### src/rtl/add_h_border.sv
// add_h_border: multi-flux horizontal border insertion.
// Each S x S block of pels arriving on a flux is widened to S rows of
// (PAD_L + S + PAD_R) words.  The first pel of a row is repeated PAD_L extra
// times on the left and the last pel is repeated PAD_R extra times on the right.
// Every flux keeps its own context, and one word moves per cycle for the
// lowest-index flux that can make progress.
// Ports:
//   clk, rst                  clock, synchronous active-high reset
//   write_port_out_pel_*      padded pel FIFO: full in, write/din out ({tag, pel})
//   read_port_in_pel_*        raw pel FIFO (FWFT): empty[FLUX] in, read[FLUX] out, dout in
//   read_port_ext_size_*      block-size FIFO (FWFT): empty[FLUX] in, read[FLUX] out, dout in
module add_h_border #(
  parameter int FLUX  = 2,
  parameter int PAD_L = 3,
  parameter int PAD_R = 4,
  localparam int TAG_WIDTH         = (FLUX > 1) ? $clog2(FLUX) : 1,
  localparam int DATA_WIDTH_IN_OUT = 18,
  localparam int DATA_WIDTH_EXT    = 7
) (
  input  logic                                   clk,
  input  logic                                   rst,
  input  logic                                   write_port_out_pel_full,
  output logic                                   write_port_out_pel_write,
  output logic [DATA_WIDTH_IN_OUT+TAG_WIDTH-1:0] write_port_out_pel_din,
  input  logic [FLUX-1:0]                        read_port_in_pel_empty,
  output logic [FLUX-1:0]                        read_port_in_pel_read,
  input  logic [DATA_WIDTH_IN_OUT+TAG_WIDTH-1:0] read_port_in_pel_dout,
  input  logic [FLUX-1:0]                        read_port_ext_size_empty,
  output logic [FLUX-1:0]                        read_port_ext_size_read,
  input  logic [DATA_WIDTH_EXT+TAG_WIDTH-1:0]    read_port_ext_size_dout
);

  localparam int CW = DATA_WIDTH_EXT;

  typedef enum logic [1:0] {ST_IDLE, ST_LEFT, ST_BODY, ST_RIGHT} state_t;

  state_t                       state_r    [FLUX];
  logic [CW-1:0]                cnt_h_r    [FLUX];
  logic [CW-1:0]                cnt_v_r    [FLUX];
  logic [CW-1:0]                size_r     [FLUX];
  logic [DATA_WIDTH_IN_OUT-1:0] edge_pel_r [FLUX];

  logic [FLUX-1:0]              elig_s;
  logic                         sel_valid_s;
  logic [TAG_WIDTH-1:0]         sel_tag_s;
  state_t                       sel_state_s;
  logic [CW-1:0]                sel_cnt_h_s;
  logic [CW-1:0]                sel_cnt_v_s;
  logic [CW-1:0]                sel_size_s;
  logic [DATA_WIDTH_IN_OUT-1:0] sel_edge_s;
  logic [DATA_WIDTH_IN_OUT-1:0] in_pel_s;
  logic [CW-1:0]                ext_size_s;

  assign in_pel_s   = read_port_in_pel_dout[DATA_WIDTH_IN_OUT-1:0];
  assign ext_size_s = read_port_ext_size_dout[DATA_WIDTH_EXT-1:0];

  // Per-flux eligibility: can this flux make progress this cycle.
  always_comb begin
    elig_s = '0;
    for (int i = 0; i < FLUX; i++) begin
      case (state_r[i])
        ST_IDLE:  elig_s[i] = !read_port_ext_size_empty[i];
        ST_LEFT: begin
          if (cnt_h_r[i] == {CW{1'b0}}) begin
            elig_s[i] = !read_port_in_pel_empty[i] && !write_port_out_pel_full;
          end else begin
            elig_s[i] = !write_port_out_pel_full;
          end
        end
        ST_BODY:  elig_s[i] = !read_port_in_pel_empty[i] && !write_port_out_pel_full;
        ST_RIGHT: elig_s[i] = !write_port_out_pel_full;
        default:  elig_s[i] = 1'b0;
      endcase
    end
  end

  // Fixed priority: the lowest eligible flux index wins; reset blocks all action.
  always_comb begin
    sel_valid_s = 1'b0;
    sel_tag_s   = '0;
    for (int i = FLUX - 1; i >= 0; i--) begin
      if (elig_s[i] && !rst) begin
        sel_valid_s = 1'b1;
        sel_tag_s   = TAG_WIDTH'(i);
      end else begin
        sel_valid_s = sel_valid_s;
      end
    end
  end

  // Context of the selected flux.
  always_comb begin
    sel_state_s = state_r[sel_tag_s];
    sel_cnt_h_s = cnt_h_r[sel_tag_s];
    sel_cnt_v_s = cnt_v_r[sel_tag_s];
    sel_size_s  = size_r[sel_tag_s];
    sel_edge_s  = edge_pel_r[sel_tag_s];
  end

  // FIFO handshakes for the selected flux. Kept apart from din so that the
  // read strobes never depend on the read data.
  always_comb begin
    read_port_in_pel_read    = '0;
    read_port_ext_size_read  = '0;
    write_port_out_pel_write = 1'b0;
    if (sel_valid_s) begin
      case (sel_state_s)
        ST_IDLE:  read_port_ext_size_read[sel_tag_s] = 1'b1;
        ST_LEFT: begin
          write_port_out_pel_write = 1'b1;
          if (sel_cnt_h_s == {CW{1'b0}}) begin
            read_port_in_pel_read[sel_tag_s] = 1'b1;
          end else begin
            read_port_in_pel_read[sel_tag_s] = 1'b0;
          end
        end
        ST_BODY: begin
          write_port_out_pel_write         = 1'b1;
          read_port_in_pel_read[sel_tag_s] = 1'b1;
        end
        ST_RIGHT: write_port_out_pel_write = 1'b1;
        default:  write_port_out_pel_write = 1'b0;
      endcase
    end else begin
      write_port_out_pel_write = 1'b0;
    end
  end

  // Output word: a fresh pel when one is being consumed, otherwise the held edge.
  always_comb begin
    if ((sel_state_s == ST_BODY) ||
        ((sel_state_s == ST_LEFT) && (sel_cnt_h_s == {CW{1'b0}}))) begin
      write_port_out_pel_din = {sel_tag_s, in_pel_s};
    end else begin
      write_port_out_pel_din = {sel_tag_s, sel_edge_s};
    end
  end

  // Context update for the selected flux; every other context holds.
  always_ff @(posedge clk) begin
    if (rst) begin
      for (int i = 0; i < FLUX; i++) begin
        state_r[i]    <= ST_IDLE;
        cnt_h_r[i]    <= {CW{1'b0}};
        cnt_v_r[i]    <= {CW{1'b0}};
        size_r[i]     <= {CW{1'b0}};
        edge_pel_r[i] <= {DATA_WIDTH_IN_OUT{1'b0}};
      end
    end else if (sel_valid_s) begin
      case (sel_state_s)
        ST_IDLE: begin
          size_r[sel_tag_s]  <= ext_size_s;
          cnt_h_r[sel_tag_s] <= {CW{1'b0}};
          cnt_v_r[sel_tag_s] <= {CW{1'b0}};
          // A zero-size token is consumed without producing any output.
          if (ext_size_s == {CW{1'b0}}) begin
            state_r[sel_tag_s] <= ST_IDLE;
          end else begin
            state_r[sel_tag_s] <= ST_LEFT;
          end
        end
        ST_LEFT: begin
          if (sel_cnt_h_s == {CW{1'b0}}) begin
            edge_pel_r[sel_tag_s] <= in_pel_s;
            cnt_h_r[sel_tag_s]    <= 7'd1;
          end else if (sel_cnt_h_s == CW'(PAD_L)) begin
            // The first pel of the row was already emitted, so BODY starts at 1.
            if (sel_size_s == 7'd1) begin
              cnt_h_r[sel_tag_s] <= 7'd0;
              state_r[sel_tag_s] <= ST_RIGHT;
            end else begin
              cnt_h_r[sel_tag_s] <= 7'd1;
              state_r[sel_tag_s] <= ST_BODY;
            end
          end else begin
            cnt_h_r[sel_tag_s] <= sel_cnt_h_s + 7'd1;
          end
        end
        ST_BODY: begin
          edge_pel_r[sel_tag_s] <= in_pel_s;
          if (sel_cnt_h_s == (sel_size_s - 7'd1)) begin
            cnt_h_r[sel_tag_s] <= 7'd0;
            state_r[sel_tag_s] <= ST_RIGHT;
          end else begin
            cnt_h_r[sel_tag_s] <= sel_cnt_h_s + 7'd1;
          end
        end
        ST_RIGHT: begin
          if (sel_cnt_h_s == CW'(PAD_R - 1)) begin
            cnt_h_r[sel_tag_s] <= 7'd0;
            if (sel_cnt_v_s == (sel_size_s - 7'd1)) begin
              cnt_v_r[sel_tag_s] <= 7'd0;
              state_r[sel_tag_s] <= ST_IDLE;
            end else begin
              cnt_v_r[sel_tag_s] <= sel_cnt_v_s + 7'd1;
              state_r[sel_tag_s] <= ST_LEFT;
            end
          end else begin
            cnt_h_r[sel_tag_s] <= sel_cnt_h_s + 7'd1;
          end
        end
        default: state_r[sel_tag_s] <= ST_IDLE;
      endcase
    end else begin
      state_r <= state_r;
    end
  end

endmodule

### config.mk
export PLATFORM = sky130hd
export DESIGN_NAME = add_h_border
export DESIGN_NICKNAME = d
export VERILOG_FILES = /design/src/rtl/add_h_border.sv
export SDC_FILE = /design/constraint.sdc
export NUM_CORES = 1
export LEC_CHECK = 0
export ABC_AREA = 1
export ABC_CLOCK_PERIOD_IN_PS = 4400
export CAP_MARGIN = 20
export CORE_MARGIN = 1.5
export CORE_UTILIZATION = 52
export DETAILED_ROUTE_END_ITERATION = 12
export HOLD_SLACK_MARGIN = 0.02
export PLACE_DENSITY = 0.85
export SYNTH_ARGS = -nofsm -noshare
export SYNTH_HDL_FRONTEND = slang
export SYNTH_SLANG_ARGS = --single-unit
### constraint.sdc
create_clock -name clk -period 4.4 [get_ports clk]
set_clock_uncertainty 0.05 [all_clocks]
set_input_delay 0.88 -clock clk [delete_from_list [all_inputs] [get_ports clk]]
set_output_delay 0.88 -clock clk [all_outputs]
set_load 0.05 [all_outputs]
**Word-level counts from Yosys, hierarchy flattened**

Memories as Yosys holds them, arrays and structs flattened.
Cells that the tools add are included.
Widths: inputs -> output; s select.

- Flip-flop bits (word level): 4
- Bits in writable memories: 78
- Input port bits: 34
- Output and inout bits: 24
- Logic and storage cells: 197
- Memories: 4

Memory list:

| memory | depth | width | rd ports | clocked after Yosys merged registers in | wr ports | line | source |
|---|---|---|---|---|---|---|---|
| edge_pel_r | 2 | 18 | 1 | 0 | 2 | 41 | `logic [DATA_WIDTH_IN_OUT-1:0] edge_pel_r [FLUX];` |
| cnt_h_r | 2 | 7 | 3 | 0 | 2 | 38 | `logic [CW-1:0] cnt_h_r [FLUX];` |
| cnt_v_r | 2 | 7 | 1 | 0 | 2 | 39 | `logic [CW-1:0] cnt_v_r [FLUX];` |
| size_r | 2 | 7 | 1 | 0 | 2 | 40 | `logic [CW-1:0] size_r [FLUX];` |

- $add $sub $neg: 3
- $lt $le $gt $ge: 4
- Equal/unequal tests: 17
- Mux-type cells: 119
- Bitwise gates (word level): 21
- Reductions and logical operators: 27

Operators with widths:

| kind | number |
|---|---|
| $mux 7 | 13 |
| $mux 1 | 82 |
| $mux 18 | 3 |
| $logic_not 7->1 | 4 |
| $mux 4 | 7 |
| $reduce_or 7->1 | 3 |
| $reduce_or 18->1 | 1 |
| $mux 2 | 8 |
| $pmux 4 s4 | 1 |
| $add 7x1->7 const B | 2 |
| $eq 7x7->1 | 2 |
| $eq 2x2->1 const B | 6 |
| $or 1x1->1 | 11 |
| $pmux 1 s4 | 2 |
| $eq 7x1->1 const B | 1 |
| $eq 7x2->1 const B | 1 |
| $logic_and 1x1->1 | 7 |
| $sub 7x1->7 const B | 1 |
| $eq 2x1->1 const B | 3 |
| $logic_not 1->1 | 6 |
| $logic_not 2->1 | 3 |
| $reduce_and 5->1 | 1 |
| $and 2x2->2 | 2 |
| $and 4x4->4 | 1 |
| 16 further kinds | 20 |

**Depth between registers and ports, before layout**

- Depth in word-level cells: 26
- Depth in mapped cells: 26
- Mapped depth without buffers: 25

**Worst setup path before layout**

No wires, ideal clock.

- Path type: input -> output
- From: in read_port_in_pel_empty[1]
- To: out write_port_out_pel_din[10]
- Arrival: 4241 ps
- Slack: -771 ps
- Stages on the path: 19
- Path buffers: 6
- Cell sequence: a21boi_1 -> nand2_1 -> nand2_1 -> a21oi_4 -> nand2_2 -> buf_6 -> buf_4 -> buf_4 -> clkbuf_1 -> o21ai_0 -> inv_1 -> ha_1 -> inv_1 -> nor2_4 -> nor2_2 -> buf_6 -> buf_6 -> nor2_1 -> a31oi_1

- Cells in the longest elaborated chain, start to end: 15
- Elaborated cells on any way between the ends: 19
- Those cells by class: eq/ne: 2; mux: 8; bitwise: 1; reduce/logical: 6; memory: 2

RTL lines:

| item | line | source |
|---|---|---|
| from (decl) | 25 | `input logic [FLUX-1:0] read_port_in_pel_empty,` |
| $logic_not 1->1 * | 65, 70 |  |
| $logic_and 1x1->1 * | 65, 70 |  |
| $mux 1 | 64 | `if (cnt_h_r[i] == {CW{1'b0}}) begin` |
| $pmux 1 s4 * | 61 | `case (state_r[i])` |
| $logic_and 1x1->1 * | 82 | `if (elig_s[i] && !rst) begin` |
| $mux 1 * (2 in a row) | 82 |  |
| $not 1->2 | -- |  |
| $mux 2 (not written as such) (3 in a row) | 93 | `sel_state_s = state_r[sel_tag_s];` |
| $eq 2x1->1 | 132 | `((sel_state_s == ST_LEFT) && (sel_cnt_h_s == {CW{1'b0}}))) begin` |
| $logic_and 1x1->1 | 132 |  |
| $logic_or 1x1->1 | 131 | `if ((sel_state_s == ST_BODY) \|\|` |
| $mux 18 * | 131 |  |
| to (decl) | 24 | `output logic [DATA_WIDTH_IN_OUT+TAG_WIDTH-1:0] write_port_out_pel_din,` |

Mark *: on every way between the ends. The rest lies on a longest branch, timed or not. The select of a mux whose other input is x is not followed.

**Final worst setup path**

- From: in read_port_ext_size_empty[0]
- To: out write_port_out_pel_din[14]

- Cells in the longest elaborated chain, start to end: 12
- Elaborated cells on any way between the ends: 16
- Those cells by class: eq/ne: 2; mux: 6; bitwise: 1; reduce/logical: 5; memory: 2

RTL lines:

| item | line | source |
|---|---|---|
| from (decl) | 28 | `input logic [FLUX-1:0] read_port_ext_size_empty,` |
| $logic_not 1->1 * | 62 | `ST_IDLE: elig_s[i] = !read_port_ext_size_empty[i];` |
| $pmux 1 s4 * | 61 |  |
| $logic_and 1x1->1 * | 82 |  |
| $mux 1 * | 82 |  |
| $not 1->2 | -- |  |
| $mux 2 (not written as such) (3 in a row) | 93 |  |
| $eq 2x1->1 | 132 |  |
| $logic_and 1x1->1 | 132 |  |
| $logic_or 1x1->1 | 131 |  |
| $mux 18 * | 131 |  |

Marked as above.

==> flow_summary.ini <==
[status]
status = finished clean

[floorplan]
initial_core_util = 0.538
die_height_um = 104
io_pins = 58
rows = 36
die-area_mm2 = 0.0107
core_area_mm2 = 0.00977
die_w_um = 104

[place]
post-place-ws_ns = -0.123
hpwl_um = 10200
portBuffers = 55
routabilityCongestion = 0.930

[grt]
grt_pass1_vias = 4976
grt-busiest-layer = met2
grt_pass1_wl_um = 24000
gr-usage-met1 = 0.339
grt_usage = 0.280
grt_use_met3 = 0.0592
grt_start_max_net_pins = 33
gr-usage-met2 = 0.501
grt_overflow = 0
antenna_found_initial = 0

[worst_setup_path]
crit_buf_inv = 7
critPathMaxFanout = 18
crit_chain = clkdlybuf4s50_1, a21oi_2, nand2_4, nand2_8, buf_12, inv_2, o21ai_2, nand3_2, nor2_2, inv_2, nor2_4, nor2_4, buf_8, buf_4, a31oi_4, buf_12
critPathKind = input port to output port
critPathCaptureType = output port
crit_family = buffers and inverters
crit_required_ns = 3.47
slowest_stage = clkdlybuf4s50_1
arrival_ns = 3.36
start_kind = input port
reg2reg_slack_ns = 0.54
cp_slowest_stage_delay_ns = 0.42

[routing]
drt_iter0_drc = 616
first_pass_iters = 6
via_per_inst = 5.68
drcViolationCount = 0
antenna_left = 0
wl_per_cell_um = 16.7
routed_wl_um = 15200
num_vias = 5156

[yosys]
synth.mux.area_fraction = 0
synthAdderAreaFrac = 0.0238
synth_compound_area_frac = 0.0776
synthesis.instances = 671
synth-xor-area-share = 0.00999
ys_seq_elements = 82
synth-simple-area-share = 0.334
syn_avg_cell_area_um2 = 7.84
syn-num-nets = 715
yosys_warnings = 0
synth_top_family_by_area = simple AND/OR/NAND/NOR gates
syn_area_mm2 = 0.00526
synthDistinctLibCells = 40
ys_seq_area_frac = 0.461

[clock_tree]
path_clk_slew_ns = 0.09
clk_path_buf_depth = 2
hold_buffers = 0
cts_tree = done
insertion_delay_ns = 0.37
cts-buffers-inserted = 9
cts_root_buf = clkbuf_8
htree_levels = 3
cts_sinks = 82

[timing]
report.final.slew_viol_count = 0
min_period_over_period = 0.975
hold_violations = 0
fin_crit_ns = 4.29
fmax_mhz = 233
finalSetupTns_ns = 0
postLayoutSetupSlackWorst_ns = 0.108
setup_violations = 0
tightest_slew_ns = 0.574
maxSlewHeadroom = 0.614

[run]
max_cap_violations = 0

[power]
swShare = 0.470
peakVddDrop_uv = 515
p_int_mw = 2.42
seqPwrFrac = 0.240
clock_power_share = 0.114
leakagePower_nw = 3.08
combPwrFrac = 0.646
power_density_mw_per_mm2 = 636
power_switching_mw = 2.15
fin_total_pwr_mw = 4.57

[layout]
syn2layout_area_growth_pct = 36.8
nets = 813
drive_above_1_share = 0.253
antenna_cells = 0

[min_path]
min_path_type = flip-flop to flip-flop
cells by family after synthesis:
group,count (synthesis)
compound gates,68
xor+xnor,6
fa+ha+maj,10
buf+inv,112
flops,82
simple gates,393
synthesized netlist by cell type:
cell | number | share of area
nor2_2 | 31 | 0.037
a41oi_1 | 1 | 0.0017
o21ai_0 | 18 | 0.017
nor2_1 | 102 | 0.073
nand3_1 | 58 | 0.055
nor2_4 | 3 | 0.0064
o21ai_1 | 11 | 0.010
nor3_1 | 2 | 0.0019
clkinv_1 | 1 | 0.00071
nand2_4 | 2 | 0.0043
dfxtp_1 | 4 | 0.015
o21bai_1 | 1 | 0.0014
or2_2 | 2 | 0.0024
o21ai_2 | 1 | 0.0017
a21boi_1 | 1 | 0.0014
clkbuf_1 | 7 | 0.0050
o211ai_1 | 1 | 0.0014
nor3_2 | 2 | 0.0038
nor3_4 | 1 | 0.0031
or2_1 | 1 | 0.0012
a21oi_1 | 10 | 0.0095
inv_1 | 82 | 0.059
nand4_1 | 8 | 0.0095
ha_1 | 10 | 0.024
buf_2 | 4 | 0.0038
buf_4 | 3 | 0.0043
o22ai_1 | 1 | 0.0012
nor4_1 | 2 | 0.0024
nand2_2 | 4 | 0.0048
a21oi_4 | 2 | 0.0062
buf_6 | 8 | 0.017
a21boi_0 | 1 | 0.0014
nand2b_1 | 1 | 0.0012
o31ai_1 | 1 | 0.0014
nand3b_1 | 5 | 0.0071
xor2_1 | 6 | 0.010
inv_2 | 7 | 0.0050
a31oi_1 | 19 | 0.023
nand2_1 | 169 | 0.12
edfxtp_1 | 78 | 0.45
power groups by stage:
stage | Combinational [mW] | Clock (mW) | Sequential, mW
after floorplan | 1.73 | 0 | 1.08
after global placement | 2.62 | 0 | 1.09
after detailed placement | 2.69 | 0 | 1.11
after CTS | 2.82 | 0.521 | 1.09
after global routing | 3.13 | 0.555 | 1.11
final | 2.95 | 0.523 | 1.10
layout by cell type (no fill, tap or decap), drive strengths merged:
cell type,netlist,routed
a21boi,2,2
a21oi,12,12
a31oi,19,19
a41oi,1,1
buf,15,76
clkbuf,7,10
clkdlybuf4s50,0,26
clkinv,1,6
dfxtp,4,4
dlymetal6s2s,0,5
edfxtp,78,78
ha,10,10
inv,89,91
nand2,175,176
nand2b,1,1
nand3,58,58
nand3b,5,5
nand4,8,8
nor2,136,136
nor3,5,5
nor4,2,2
o211ai,1,1
o21ai,30,30
o21bai,1,1
o22ai,1,1
o31ai,1,1
or2,3,3
xor2,6,6
area by class of cell:
type / instances / area, um^2
Clock buffer: 9 / 124
Sequential cell: 82 / 2420
Multi-Input combinational cell: 478 / 2780
Tap cell: 133 / 166
Timing Repair Buffer: 108 / 1300
Inverter: 90 / 340
Fill cell: 617 / 2580
Clock inverter: 7 / 63.8
path summary, 6_finish.rpt:
check                                                 start                         end  depth (start not counted)
worst min-delay path                             state_r[3]                  state_r[3]                          2
worst max-delay path            read_port_ext_size_empty[0]  write_port_out_pel_din[14]                         16
worst min register to register                   state_r[3]                  state_r[3]                          2
worst max register to register                cnt_h_r[0][6]               cnt_h_r[1][3]                         24
metrics by stage:
stage / util / std cells / area [um^2] / hold slack [ns]
after floorplan: - / 671 / 5590 / 0.437
after global placement: 0.686 / 880 / 6710 / 0.468
after detailed placement: 0.686 / 880 / 6710 / 0.493
after CTS: 0.720 / 904 / 7030 / 0.510
after global routing: 0.736 / 907 / 7200 / 0.546
final: 0.736 / 907 / 7200 / 0.541
registers in the layout, indices dropped and copies added, names as in the netlist, named ones only:
register and flops:
edge_pel_r 36, cnt_h_r 14, cnt_v_r 14, size_r 14, state_r 2
what timing repair did:
item	in CTS	in global routing
cloned	2	1
pin swaps	7	19
gates resized for setup	16	39
buffers inserted	6	3
endpoints found under the setup margin	20	20
endpoints found under the hold margin	0	0
layer usage:
| metal | vias up | routed length, um |
|---|---|---|
| met4 | 0 | 363 |
| li1 | 2390 | - |
| met5 | - | 0 |
| met3 | 54 | 1450 |
| met2 | 341 | 7760 |
| met1 | 2371 | 5590 |
worst register-to-register path, stage by stage, from the launching register on:
cell,delay (ns)
edfxtp_1,0.43
nor2_1,0.14
nand2_1,0.10
o21ai_1,0.16
nand2_1,0.07
nand2_1,0.07
nand2_2,0.07
nand2_4,0.13
buf_8,0.13
buf_4,0.17
nand3_1,0.10
nand2_1,0.19
ha_1,0.24
nand3_1,0.21
o21ai_0,0.41
nand2_1,0.12
nand2_1,0.08
nand2_1,0.04
nand2_1,0.05
nor2_1,0.04
nand2_2,0.11
a21oi_1,0.10
nor2_2,0.24
nand2_1,0.14
nor2_1,0.13
(Power assumes the default switching activity.)
